`src/rtl/weight_loader_param_1.sv`:
```
// Weight-memory writer: packs a valid/ready word stream into pairs and writes
// each pair to the dual-port weight RAM (port A even address, port B odd).
module weight_loader_param_1 #(
  parameter int DATA_WIDTH            = 16,
  parameter int WEIGHT_ADDR_WIDTH     = 9,
  parameter int NUM_ONE_PIXEL_CYCLE   = 13,
  parameter int NUM_ONEMULT           = 1,
  parameter int NUM_MULTCOMP_BITWIDTH = 2,
  parameter int PAIR_BITWIDTH         = 4
) (
  input  logic                         clk,
  input  logic                         reset,
  input  logic                         start,
  input  logic                         in_valid,
  output logic                         in_ready,
  input  logic [DATA_WIDTH-1:0]        in_data,
  input  logic                         in_last,
  output logic [WEIGHT_ADDR_WIDTH-1:0] addra,
  output logic [WEIGHT_ADDR_WIDTH-1:0] addrb,
  output logic [DATA_WIDTH-1:0]        dina,
  output logic [DATA_WIDTH-1:0]        dinb,
  output logic                         wea,
  output logic                         web,
  output logic                         busy,
  output logic                         done,
  output logic                         err_len
);

  localparam int AW = WEIGHT_ADDR_WIDTH;
  localparam int GW = NUM_MULTCOMP_BITWIDTH;
  localparam int PW = PAIR_BITWIDTH;

  localparam logic [AW-1:0] BANK_STRIDE = AW'(NUM_ONE_PIXEL_CYCLE * 2);
  localparam logic [PW-1:0] LAST_PAIR   = PW'(NUM_ONE_PIXEL_CYCLE - 1);
  localparam logic [GW-1:0] LAST_BANK   = GW'(NUM_ONEMULT - 1);

  typedef enum logic [1:0] {
    S_IDLE,
    S_LOAD,
    S_DONE
  } state_e;

  state_e state_q, state_d;

  logic [GW-1:0]         g_q;
  logic [PW-1:0]         p_q;
  logic                  phase_q;
  logic                  closing_q;
  logic                  err_q;
  logic [DATA_WIDTH-1:0] hold_q;
  logic [AW-1:0]         addra_q, addrb_q;
  logic [DATA_WIDTH-1:0] dina_q, dinb_q;
  logic                  wea_q, web_q;

  logic          accept;
  logic          final_pair;
  logic [AW-1:0] pair_addr;

  assign accept     = in_valid && in_ready;
  assign final_pair = (p_q == LAST_PAIR) && (g_q == LAST_BANK);
  assign pair_addr  = AW'(g_q) * BANK_STRIDE + (AW'(p_q) << 1);

  // NOTE: sequential state uses non-blocking (<=) so every register samples
  // pre-edge values; blocking here would create order-dependent races.
  always_ff @(posedge clk or negedge reset) begin
    if (!reset) begin
      state_q <= S_IDLE;
    end else begin
      state_q <= state_d;
    end
  end

  // NOTE: each always_comb assigns a default first, so no path leaves a
  // variable unassigned and no latch is inferred.
  always_comb begin
    state_d = state_q;
    unique case (state_q)
      S_IDLE:  if (start) state_d = S_LOAD;
      S_LOAD:  if (closing_q) state_d = S_DONE;
      S_DONE:  state_d = S_IDLE;
      default: state_d = S_IDLE;
    endcase
  end

  // closing_q marks the strobe cycle of the last write: still LOAD, no intake.
  always_comb begin
    in_ready = 1'b0;
    busy     = 1'b0;
    done     = 1'b0;
    unique case (state_q)
      S_LOAD:  begin
        busy     = 1'b1;
        in_ready = !closing_q;
      end
      S_DONE:  done = 1'b1;
      default: ;
    endcase
  end

  always_ff @(posedge clk or negedge reset) begin
    if (!reset) begin
      g_q       <= '0;
      p_q       <= '0;
      phase_q   <= 1'b0;
      closing_q <= 1'b0;
      err_q     <= 1'b0;
      hold_q    <= '0;
      addra_q   <= '0;
      addrb_q   <= AW'(1);
      dina_q    <= '0;
      dinb_q    <= '0;
      wea_q     <= 1'b0;
      web_q     <= 1'b0;
    end else begin
      wea_q <= 1'b0;
      web_q <= 1'b0;
      if (state_q == S_IDLE && start) begin
        g_q       <= '0;
        p_q       <= '0;
        phase_q   <= 1'b0;
        closing_q <= 1'b0;
        err_q     <= 1'b0;
      end else if (accept && !phase_q) begin
        hold_q  <= in_data;
        phase_q <= 1'b1;
        if (in_last) begin
          // Odd word count: flush the lone word through port A only.
          wea_q     <= 1'b1;
          addra_q   <= pair_addr;
          dina_q    <= in_data;
          err_q     <= 1'b1;
          closing_q <= 1'b1;
        end
      end else if (accept) begin
        wea_q   <= 1'b1;
        web_q   <= 1'b1;
        addra_q <= pair_addr;
        addrb_q <= pair_addr + AW'(1);
        dina_q  <= hold_q;
        dinb_q  <= in_data;
        phase_q <= 1'b0;
        if (final_pair) begin
          closing_q <= 1'b1;
          if (!in_last) err_q <= 1'b1;
        end else begin
          if (p_q == LAST_PAIR) begin
            p_q <= '0;
            if (g_q != LAST_BANK) g_q <= g_q + GW'(1);
          end else begin
            p_q <= p_q + PW'(1);
          end
          if (in_last) begin
            err_q     <= 1'b1;
            closing_q <= 1'b1;
          end
        end
      end
    end
  end

  assign addra   = addra_q;
  assign addrb   = addrb_q;
  assign dina    = dina_q;
  assign dinb    = dinb_q;
  assign wea     = wea_q;
  assign web     = web_q;
  assign err_len = err_q;

endmodule

```
`config.mk`:
```
export PLATFORM = sky130hd
export DESIGN_NAME = weight_loader_param_1
export DESIGN_NICKNAME = d
export VERILOG_FILES = /design/src/rtl/weight_loader_param_1.sv
export SDC_FILE = /design/constraint.sdc
export NUM_CORES = 1
export LEC_CHECK = 0
export CAP_MARGIN = 20
export CORE_MARGIN = 2
export CORE_UTILIZATION = 50
export DETAILED_ROUTE_END_ITERATION = 16
export PLACE_DENSITY = 0.84
export SLEW_MARGIN = 40
export SYNTH_ARGS = -nofsm -noshare
export SYNTH_HDL_FRONTEND = slang
export SYNTH_SLANG_ARGS = --single-unit
export TNS_END_PERCENT = 10
```
`constraint.sdc`:
```
create_clock -name clk -period 2.2 [get_ports clk]
set_input_delay 0.55 -clock clk [delete_from_list [all_inputs] [get_ports clk]]
set_output_delay 0.55 -clock clk [all_outputs]
set_load 0.05 [all_outputs]
```
# After elaboration in Yosys (flattened, before gate mapping)
# Index checks and enable logic that the tools add are counted.
dict set report totals {
  register_bits 79
  inputBits 21
  elab_cells 93
  output_inout_bits 56
}
dict set report op_classes {
  bitwise_logic 2
  n_addsub 4
  n_reduce_logical 21
  n_mul 1
  n_eq_ne 9
  mux 43
}
# cell n
set ops {}
lappend ops {{16-bit two-way mux} 3}
lappend ops {{9-bit two-way mux} 3}
lappend ops {{1-bit two-way mux} 23}
lappend ops {{4-bit two-way mux} 5}
lappend ops {{2-bit two-way mux} 8}
lappend ops {{2-bit nonzero test} 5}
lappend ops {{8-bit by 1-bit adder with 9-bit output, second input constant} 1}
lappend ops {{3-bit AND reduction} 3}
lappend ops {{7-bit by 5-bit adder with 8-bit output} 1}
lappend ops {{2-bit != test, second input constant} 4}
lappend ops {{2-bit by 4-bit multiplier with 6-bit output, second input constant} 1}
lappend ops {{2-bit AND reduction} 3}
lappend ops {{5-bit AND reduction} 1}
lappend ops {{4-bit by 1-bit adder with 4-bit output, second input constant} 1}
lappend ops {{4-bit == test, second input constant} 1}
lappend ops {{1-bit logical AND} 4}
lappend ops {{2-bit logical NOT} 2}
lappend ops {{4-bit by 2-bit != test with 1-bit output, second input constant} 1}
lappend ops {{2-bit case mux with 2 select lines} 1}
lappend ops {{3-bit nonzero test} 1}
lappend ops {{2-bit by 1-bit adder with 2-bit output, second input constant} 1}
lappend ops {{2-bit by 1-bit == test with 1-bit output, second input constant} 1}
lappend ops {{2-bit == test, second input constant} 1}
lappend ops {{1-bit logical NOT} 2}
lappend ops {{2 further kinds} 3}

# Depth between registers and ports, before layout
dict set report logic_depth {
  depth_word 7
  depth_mapped 7
  ltp_nobuf 7
}

# Least setup slack after synthesis
# Ideal clock, no wire load.
dict set report synth_timing {
  path_kind {input port to flip-flop}
  from {input in_valid}
  to {register dina_q[6], in the netlist dina[6]}
  setup_time_ps 125
  slack_ps 319
  required_time_ps 2075
  stages 6
  n_path_buf 2
  arrival_time_ps 1756
  path_cell_list {and4bb_4 nor2b_4 buf_6 buf_12 mux2_4 mux2_4}
}
dict set report synth_via {
  elab_chain_cells 4
  word_cells_on_any_way 6
  classes_between {eq/ne: 1; mux: 1; reduce/logical: 4}
}
# item line
set synth_rtl {}
lappend synth_rtl {{start: declaration} 14} ;# input logic in_valid,
lappend synth_rtl {{1-bit logical AND (*)} 59} ;# assign accept = in_valid && in_ready;
lappend synth_rtl {{1-bit logical AND} 123} ;# end else if (accept && !phase_q) begin
lappend synth_rtl {{2-bit != test (no line) or 2-bit nonzero test (tied branches)} --}
lappend synth_rtl {{3-bit AND reduction (no line)} --}
lappend synth_rtl {{end signal: assignment} 130} ;# dina_q <= in_data;
lappend synth_rtl {{end signal: assignment} 139} ;# dina_q <= hold_q;
lappend synth_rtl {{end: declaration} 52} ;# logic [DATA_WIDTH-1:0] dina_q, dinb_q;
# Mark *: on every way between the ends. The rest lies on a longest branch, timed or not.
# A chain may end at the register's enable or synchronous reset.

# Worst setup path in the final report
dict set report layout_timing {
  from {register g_q[1]}
  to {register addrb_q[6], in the netlist addrb[6]}
}
dict set report layout_via {
  elab_chain_cells 3
}
# item line
set layout_rtl {}
lappend layout_rtl {{start: declaration} 45} ;# logic [GW-1:0] g_q;
lappend layout_rtl {{start signal: assignment} 148} ;# if (g_q != LAST_BANK) g_q <= g_q + GW'(1);
lappend layout_rtl {{2-bit by 4-bit multiplier with 6-bit output} 61} ;# assign pair_addr = AW'(g_q) * BANK_STRIDE + (AW'(p_q) << 1);
lappend layout_rtl {{7-bit by 5-bit adder with 8-bit output} 61}
lappend layout_rtl {{8-bit by 1-bit adder with 9-bit output} 138} ;# addrb_q <= pair_addr + AW'(1);
lappend layout_rtl {{end signal: assignment} 138}
lappend layout_rtl {{end: declaration} 51} ;# logic [AW-1:0] addra_q, addrb_q;
# No other way between the ends.

==> metrics list <==
* Type of destination of the critical path: flip-flop
- CTS Root Cell: clkbuf_8
- In the global route stage, overall resource usage came out at 0.207.
- Clock Path Buffers: 2
- The clock period could shrink to 2100 ps.
- For this block, the initial DRC count from the detailed router was 82.
- Average wire per cell in the routed design: 15.3 um
- Number of antenna violations at the first check in global routing: 0
- The wire-length estimate of the detail-placed layout is 4.79 mm.
- Hold Worst Slack: 67.8 ps
- First-pass GRT wire length: 11.4 mm
- Power spread over the standard cell area amounts to 1590 mW/mm2.
- Area of the die: 0.00721 mm2
* Final nets: 394
* Global route total overflow: 0
- The Yosys step of the flow raised 0 warnings.
* CP max stage delay: 440 ps
- Post-synthesis register bit count: 75
- Setup violations remaining at the end of the flow were counted as 0.
- The number of hold buffers added after CTS was 0.
- Post-detailed-placement cell area: 0.00413 mm2
- The final max-slew violation count is 0.
* Crit path launch type: flip-flop
- Detailed Route WL: 6.80 mm
* Outcome: finished, final reports clean
* Synth async-reset ratio: 1.00
* Number of clock buffers inserted by TritonCTS: 9
* Clock edge transition at the registers on the reported setup and hold paths: 80 ps
- The slowest stage of the critical path belongs to the cell dfrtp_2.
* Detailed Routing Iterations Pass 1: 4
- Setup skew after layout: 7.38 ps
- Power consumption: 0.00697 W
- The share of synthesized area in the top cell type comes to 0.573.
* Static power due to leakage: 2.05 nW
* Clock tree from TritonCTS: done
- Pin placement for this block handled 77 I/O pins.
- Number of diodes added for antenna fixing: 0
* Actual slew at the worst max-slew pin: 574 ps
* Library cell occupying the most area in the post-synthesis netlist: dfrtp_1
- Quantity of I/O buffers inserted on ports: 72
* Crit path max fanout: 5
- Rel. slew slack: 0.616
- After floorplanning, the core was divided into 29 placement rows.
* Register area share after synthesis: 0.573
- Number of nets with antenna violations after detailed routing: 0
* Number of enable flip-flop cells after synthesis: 0
- The number of cells on the worst reg-to-reg path is 7.
- The clock tree synthesis step divided the H-tree into 3 levels.
* Worst supply voltage drop on vdd: 924 uV
- Reg2reg setup slack: 100 ps
- Pin count of the biggest net entering global routing: 58
* Placer congestion estimate: 0.835
* Fmax: 0.477 GHz
- Synthesized cell area: 0.00327 mm2
* Data required time of the critical path: 2430 ps
- Measured on the finished design, the core utilization comes to 0.689.
- The final number of hold-violating endpoints was 0.
* Chip height: 84.9 um
- Of the cells placed in the final design, the portion with a size suffix greater than 1 is 0.194.
- In the routed design, unresolved DRC markers number 0.
* Max-capacitance violation count: 0
- Layout Cell Area excl Fill: 0.00437 mm2
- CP dominant cell by count: ha_1
- By startpoint and endpoint, the worst setup path is classified as reg -> reg.
* Sink Count: 75
- Cells along the critical path: inv_1, ha_1, ha_1, a21oi_1, o22ai_1, xor2_1, mux2_2
* Worst hold-check path type: in -> async
- Area of the placeable core: 0.00635 mm2
* Number of distinct standard cells referenced by the synthesized netlist: 40
- Number of global-route vias before repair: 2268
* Dominant cells by area after synthesis: dfrtp_1 57%, mux2_4 8.3%, nand2_1 8.0%, mux2_2 5.5%, ha_1 3.4%
- Relative to the synthesized area, the layout overhead comes to 33.6%.
- Of the available clock period, the critical path in the final layout requires 0.952.
* Synthesized area per cell: 11.7 um2
* Worst r2r dst: addrb[6]
- The routed layout has 2297 vias.
- The worst register-to-register path begins at g_q[1].
- Measured along the x axis, the die boundary spans 84.9 um.
- Clock latency on the worst-skew pair: 350 ps
- Signal arrival time at the worst endpoint: 2320 ps
* Primary FF master, synth: dfrtp_1
* Initial cell density of the core: 0.515
* Number of instances in the synthesized netlist: 280
- Via count normalized by instance count: 5.19
## critical path, delay by kind of cell (launching register included)
family	cells	cell delay, ps
adder cells (fa/ha/maj)	2	610
multiplexers	1	290
AO/OA/AOI/OAI	2	330
flip-flops	1	440
buffers and inverters	1	110
XOR/XNOR	1	200
## how the worst max path moves through the flow
stage | slack, ps | depth (start not counted) | startpoint | endpoint
2_1_floorplan | 320 | 6 | in_valid | dina[6]
3_3_place_gp | -130 | 6 | in_valid | dina[1]
3_5_place_dp | -160 | 6 | in_valid | dina[0]
4_1_cts | 90 | 1 | dina[8] | dina[8]
5_1_grt | -3 | 7 | g_q[1] | addrb[6]
6_report | 100 | 7 | g_q[1] | addrb[6]
## synth_stat cells, types with 2 or more instances
| master | n |
|---|---|
| mux2_4 | 18 |
| buf_4 | 4 |
| clkbuf_1 | 6 |
| o21ai_0 | 14 |
| xor2_1 | 2 |
| mux2_2 | 16 |
| nor2b_1 | 3 |
| ha_1 | 9 |
| nand4_1 | 2 |
| and2_1 | 2 |
| inv_1 | 11 |
| a211o_1 | 2 |
| xnor2_1 | 3 |
| nor2_1 | 6 |
| conb_1 | 2 |
| a21oi_1 | 7 |
| nand3_1 | 5 |
| dfrtp_1 | 75 |
| nand2_1 | 70 |
| buf_2 | 3 |
## through the flow
step | setup slack [ps] | cells | TNS [ps]
final | 105 | 443 | 0
after global routing | -3.48 | 443 | -3.48
after CTS | 86.3 | 442 | 0
after detailed placement | -161 | 428 | -2320
after global placement | -129 | 428 | -1860
after floorplan | 319 | 282 | 0
## routing by layer
| metal | global-route usage | wire length, um | up-vias |
|---|---|---|---|
| met5 | 0 | 0 | - |
| met4 | 0.115 | 209 | 0 |
| met3 | 0.0477 | 337 | 15 |
| met2 | 0.320 | 3330 | 71 |
| met1 | 0.270 | 2910 | 1131 |
| li1 | - | - | 1080 |
## cell type report
| cell class | instances | area, um2 |
|---|---|---|
| Fill cell | 471 | 1980 |
| Sequential cell | 75 | 1880 |
| Multi-Input combinational cell | 181 | 1260 |
| Timing Repair Buffer | 85 | 858 |
| Clock buffer | 10 | 138 |
| Clock inverter | 4 | 98.8 |
| Tap cell | 77 | 96.3 |
| Inverter | 11 | 41.3 |
## cell families (layout without fill, tap and decap cells)
family | Yosys count | count (layout) | share of synthesized area
buffers and inverters | 26 | 110 | 0.0428
adder cells (fa/ha/maj) | 10 | 10 | 0.0405
flip-flops | 75 | 75 | 0.573
XOR/XNOR | 5 | 5 | 0.0134
AO/OA/AOI/OAI | 30 | 30 | 0.0547
AND/OR/NAND/NOR | 97 | 97 | 0.132
other | 2 | 4 | 0.00229
multiplexers | 35 | 35 | 0.141
## state kept, by name (all words and copies together) (netlist names), 2 cells and up
register and cells:
dina 16, dinb 16, hold_q 16, addra 7
addrb 7, p_q 4, g_q 2, state_q 2
## timing repair
action,4_1_cts,5_1_grt
setup endpoints to repair,0,1
buffers inserted,0,1
resized for setup,0,1
## placed cells by master (no fill, tap or decap), drive strengths merged, types with 2 or more instances in the layout
cell type and n:
dfrtp 75, nand2 70, clkdlybuf4s50 68, mux2 34
buf 17, o21ai 14, inv 12, clkbuf 10
ha 9, a21oi 7, nor2 6, nand3 5
conb 4, nor2b 4, xnor2 3, bufinv 3
and2 3, xor2 2, a211o 2, nand4 2
a21o 2
## where the power goes
part           switching, W  total (W)  internal [W]
clock network      0.000494    0.00127      0.000776
registers          0.000311    0.00224       0.00193
logic               0.00209    0.00346       0.00137
total               0.00289    0.00697       0.00408
Power figures use the tool's default switching activity.
==> edit 1, RTL diff (same settings) <==
Reset style: synchronous (`reset`), changed in 2 clocked blocks.
--- a/src/rtl/weight_loader_param_1.sv
+++ b/src/rtl/weight_loader_param_1.sv
@@ -62,7 +62,7 @@
 
   // NOTE: sequential state uses non-blocking (<=) so every register samples
   // pre-edge values; blocking here would create order-dependent races.
-  always_ff @(posedge clk or negedge reset) begin
+  always_ff @(posedge clk) begin
     if (!reset) begin
       state_q <= S_IDLE;
     end else begin
@@ -97,7 +97,7 @@
     endcase
   end
 
-  always_ff @(posedge clk or negedge reset) begin
+  always_ff @(posedge clk) begin
     if (!reset) begin
       g_q       <= '0;
       p_q       <= '0;
Check against the original RTL: differs if reset is asserted again (counterexample within 4 cycles, from zero or initial values and one cycle with reset low); with reset held inactive, the same outputs for 10 cycles.
==> edit 1 against the original RTL <==
  * Design area grew 0.66%
  * Critical path depth shrank 6
  * Sequential cell count is the same
  * Critical path type is now reg -> out
  * Setup slack gained 0.011 ns
  * Register-to-register slack gained 0.09 ns
  * Area after synthesis grew 3.8%
  * Routed wire length grew 13%
  * Critical endpoint is now err_len
  * Utilization shrank 3.0 points
  * Synthesized cell count grew 41%
Power is not compared: it rests on default switching activity, and its combinational part moved more than twofold at a synthesized area within 25%.
==> edit 1: results (changes against the original RTL) <==
{| class="wikitable"
! Metric !! Value
|-
| Run status || complete, no violations (unchanged)
|-
| Cell types with the largest area share after synthesis || sky130_fd_sc_hd__dfxtp_1, sky130_fd_sc_hd__nand2_1, sky130_fd_sc_hd__a21boi_0, sky130_fd_sc_hd__o221a_2, sky130_fd_sc_hd__ha_1 (was sky130_fd_sc_hd__dfrtp_1, sky130_fd_sc_hd__mux2_4, sky130_fd_sc_hd__nand2_1, sky130_fd_sc_hd__mux2_2, sky130_fd_sc_hd__ha_1)
|-
| Area after detailed placement || 4224 um^2 (was 4129 um^2)
|-
| Unique cell type count in the Yosys netlist || 43 (was 40)
|-
| Placement Setup Slack || 0.01927 ns (was -0.1613 ns)
|-
| Commonest cells in the netlist || sky130_fd_sc_hd__nand2_1, sky130_fd_sc_hd__dfxtp_1, sky130_fd_sc_hd__a21boi_0, sky130_fd_sc_hd__nor2_1, sky130_fd_sc_hd__a21oi_1 (was sky130_fd_sc_hd__dfrtp_1, sky130_fd_sc_hd__nand2_1, sky130_fd_sc_hd__mux2_4, sky130_fd_sc_hd__mux2_2, sky130_fd_sc_hd__o21ai_0)
|-
| Mean instance size in the synthesized netlist || 8.600 um^2 (was 11.69 um^2)
|-
| Crit path largest cell delay || 0.82 ns (was 0.44 ns)
|-
| Synth async-reset ratio || 0% (was 100.0%)
|-
| Sequential cell area || 1501 um^2 (was 1878 um^2)
|-
| DP HPWL || 5.520 mm (was 4.788 mm)
|-
| Fraction of met3 tracks used by global routing || 4.190% (was 4.767%)
|-
| Global Route met1 Usage || 26.96% (was 27.00%)
|-
| Met2 demand-to-capacity share in global routing || 35.03% (was 32.00%)
|-
| Total number of multi-input combinational cells || 282 (was 181)
|-
| Multiplexer share of the synthesized area || 0.2947% (was 14.07%)
|-
| CP Data Required Time || 1.65 ns (was 2.43 ns)
|-
| Fraction of synthesized cell area in xor and xnor cells || 0.5157% (was 1.338%)
|-
| Final std cells w/o fill || 555 (was 443)
|-
| Placer Congestion || 0.8034 (was 0.8345)
|-
| Fraction of the yosys area taken by sequential cells || 44.20% (was 57.34%)
|-
| Category of cells accounting for the largest share of critical-path delay || buffers and inverters (was adder cells)
|-
| Non-clock buffering overhead in the final layout || 20.12% (was 19.62%)
|-
| Global-route wire length before repair || 12.89 mm (was 11.41 mm)
|-
| Synth-to-layout area growth || 29.61% (was 33.64%)
|-
| Via count of the first global-routing pass || 2865 (was 2268)
|-
| Share of final-layout standard cells stronger than drive strength 1 || 13.05% (was 19.40%)
|-
| Max-slew headroom at the worst pin || 60.11% (was 61.63%)
|-
| Biggest fanout along the worst timing path || 3 (was 5)
|-
| Number of vias in the routed layout || 3022 (was 2297)
|-
| Commonest register cell after synthesis || sky130_fd_sc_hd__dfxtp_1 (was sky130_fd_sc_hd__dfrtp_1)
|-
| Iteration-0 DRC Markers || 165 (was 82)
|-
| Placed Cells incl. Taps || 539 (was 428)
|}
[edit 1: cell types whose count changed after synthesis, moves of 12 or more]
cell and change:
sky130_fd_sc_hd__dfxtp_1 +75, sky130_fd_sc_hd__a21oi_1 +16, sky130_fd_sc_hd__mux2_2 -16, sky130_fd_sc_hd__mux2_4 -18, sky130_fd_sc_hd__o221a_2 +16, sky130_fd_sc_hd__a21boi_0 +38, sky130_fd_sc_hd__dfrtp_1 -75, sky130_fd_sc_hd__nand2_1 +12
sky130_fd_sc_hd__nor2b_1 +15, sky130_fd_sc_hd__nor2_1 +22
[edit 1: path summary, 6_finish.rpt]
check | start | endpoint | slack (ns) | cells past startpoint
worst max-delay path | err_len | err_len | 0.12 | 1
worst min-delay path | hold_q[15] | hold_q[15] | 0.46 | 2
worst max register to register | g_q[0] | addrb[6] | 0.19 | 6
worst min register to register | hold_q[15] | hold_q[15] | 0.46 | 2
[edit 1: metal layers]
layer,wire length [um],up-vias
met1,3464,1412
met4,137,0
met2,3696,85
met3,378,12
li1,-,1513
met5,0,-
==> edit 2, RTL diff (config.mk and constraints unchanged) <==
Without the edit above. `DATA_WIDTH`: 16 -> 12.
--- a/src/rtl/weight_loader_param_1.sv
+++ b/src/rtl/weight_loader_param_1.sv
@@ -1,7 +1,7 @@
 // Weight-memory writer: packs a valid/ready word stream into pairs and writes
 // each pair to the dual-port weight RAM (port A even address, port B odd).
 module weight_loader_param_1 #(
-  parameter int DATA_WIDTH            = 16,
+  parameter int DATA_WIDTH            = 12,
   parameter int WEIGHT_ADDR_WIDTH     = 9,
   parameter int NUM_ONE_PIXEL_CYCLE   = 13,
   parameter int NUM_ONEMULT           = 1,
Interface: changed (resized dina, dinb and in_data); port bits go from 77 to 65. No check against the original RTL was run, so the function may have changed too.
==> edit 2 against the original RTL <==
  * Sequential share of layout area fell by 1.2 points
  * Clock power fell by 3%
  * Design area fell by 14%
  * Worst hold slack improved by 0.11 ns
  * Setup slack got worse by 0.032 ns
  * Power fell by 14%
  * Area after synthesis fell by 15%
  * Routed wire length fell by 16%
  * Combinational power fell by 15%
  * Sequential cell count fell by 12
  * Fmax fell by 1.5%
  * Sequential power fell by 17%
  * Critical path type is now in -> reg
  * Critical endpoint is now dina[9]
  * Largest power group unchanged
==> edit 2: results (changes against the original RTL) <==
{| class="wikitable"
! Metric !! Value
|-
| Run status || complete, no violations (unchanged)
|-
| Via count of the first global-routing pass || 1991 (was 2268)
|-
| Overall fraction of global-route tracks in use || 20.58% (was 20.65%)
|-
| Commonest cells in the netlist || sky130_fd_sc_hd__dfrtp_1, sky130_fd_sc_hd__mux2_2, sky130_fd_sc_hd__nand2_1, sky130_fd_sc_hd__o21ai_0, sky130_fd_sc_hd__inv_1 (was sky130_fd_sc_hd__dfrtp_1, sky130_fd_sc_hd__nand2_1, sky130_fd_sc_hd__mux2_4, sky130_fd_sc_hd__mux2_2, sky130_fd_sc_hd__o21ai_0)
|-
| Worst Reg-to-Reg Cells || 6 (was 7)
|-
| Critical Path Source || in_valid (was g_q[1])
|-
| Power attributed to the clock group || 1.23 mW (was 1.27 mW)
|-
| Category of cells accounting for the largest share of critical-path delay || multiplexers (was adder cells)
|-
| Cell types with the largest area share after synthesis || sky130_fd_sc_hd__dfrtp_1, sky130_fd_sc_hd__mux2_2, sky130_fd_sc_hd__ha_1, sky130_fd_sc_hd__o21ai_0, sky130_fd_sc_hd__nand2_1 (was sky130_fd_sc_hd__dfrtp_1, sky130_fd_sc_hd__mux2_4, sky130_fd_sc_hd__nand2_1, sky130_fd_sc_hd__mux2_2, sky130_fd_sc_hd__ha_1)
|-
| Slew at the pin closest to its max-slew limit || 0.5514 ns (was 0.5738 ns)
|-
| Fillers || 404 (was 471)
|-
| Clock tree skew after final layout || 0.003886 ns (was 0.007379 ns)
|-
| Total number of multi-input combinational cells || 136 (was 181)
|-
| Share of final-layout standard cells stronger than drive strength 1 || 26.49% (was 19.40%)
|-
| Area of combinational cells with multiple inputs || 1082 um^2 (was 1264 um^2)
|-
| Slowest library cell on the worst path || sky130_fd_sc_hd__clkdlybuf4s50_1 (was sky130_fd_sc_hd__dfrtp_2)
|-
| Layout net count || 324 (was 394)
|-
| Number of vias in the routed layout || 1882 (was 2297)
|-
| Sequential power share || 31.0% (was 32.1%)
|-
| Endpoint of the most critical setup path || dina[9] (was addrb[6])
|-
| Biggest fanout along the worst timing path || 13 (was 5)
|-
| Pin count of the biggest net entering global routing || 42 (was 58)
|-
| Arrival @ worst endpoint || 2.36 ns (was 2.32 ns)
|-
| Static Leakage || 1.691 nW (was 2.050 nW)
|-
| Iteration-0 DRC Markers || 114 (was 82)
|-
| Internal power component || 3.567 mW (was 4.077 mW)
|}
[edit 2: per-stage QoR]
stage | hold slack (ns) | setup slack [ns] | utilization, % | cell area, um^2 | cells
after floorplan | 0.2544 | 0.1302 | - | 2796 | 222
after global placement | 0.4614 | -0.3049 | 65.01 | 3536 | 358
after detailed placement | 0.4720 | -0.2662 | 65.01 | 3536 | 358
after CTS | 0.1858 | 0.06774 | 69.52 | 3781 | 374
after global routing | 0.2054 | 0.01175 | 69.52 | 3781 | 374
final | 0.1797 | 0.07308 | 69.52 | 3781 | 374
[edit 2: logic make-up (layout without fill, tap and decap cells)]
group | Yosys count | after routing | synth area share [%]
compound gates | 31 | 31 | 6.640
other cells | 2 | 4 | 0.2693
simple gates | 47 | 47 | 9.153
buf+inv | 23 | 103 | 4.935
mux | 38 | 38 | 15.84
xor+xnor | 6 | 6 | 1.884
flops | 63 | 63 | 56.53
fa+ha+maj | 10 | 10 | 4.756
[edit 2: routing by layer]
| layer | GRT usage (%) | wire length, um | part of all wire, % | vias to the layer above |
|---|---|---|---|---|
| met5 | 0 | 0 | 0 | - |
| met4 | 9.474 | 118 | 2.1 | 0 |
| met3 | 5.977 | 339 | 5.9 | 9 |
| met2 | 33.08 | 2854 | 50 | 54 |
| met1 | 25.69 | 2393 | 42 | 911 |
| li1 | - | - | - | 908 |
[edit 2: worst reg2reg max path, cell delays in order (launching register included)]
cell	delay, ns
sky130_fd_sc_hd__dfrtp_1	0.43
sky130_fd_sc_hd__inv_1	0.11
sky130_fd_sc_hd__ha_1	0.31
sky130_fd_sc_hd__ha_1	0.38
sky130_fd_sc_hd__o21ai_0	0.25
sky130_fd_sc_hd__and4_1	0.29
sky130_fd_sc_hd__a211o_1	0.22
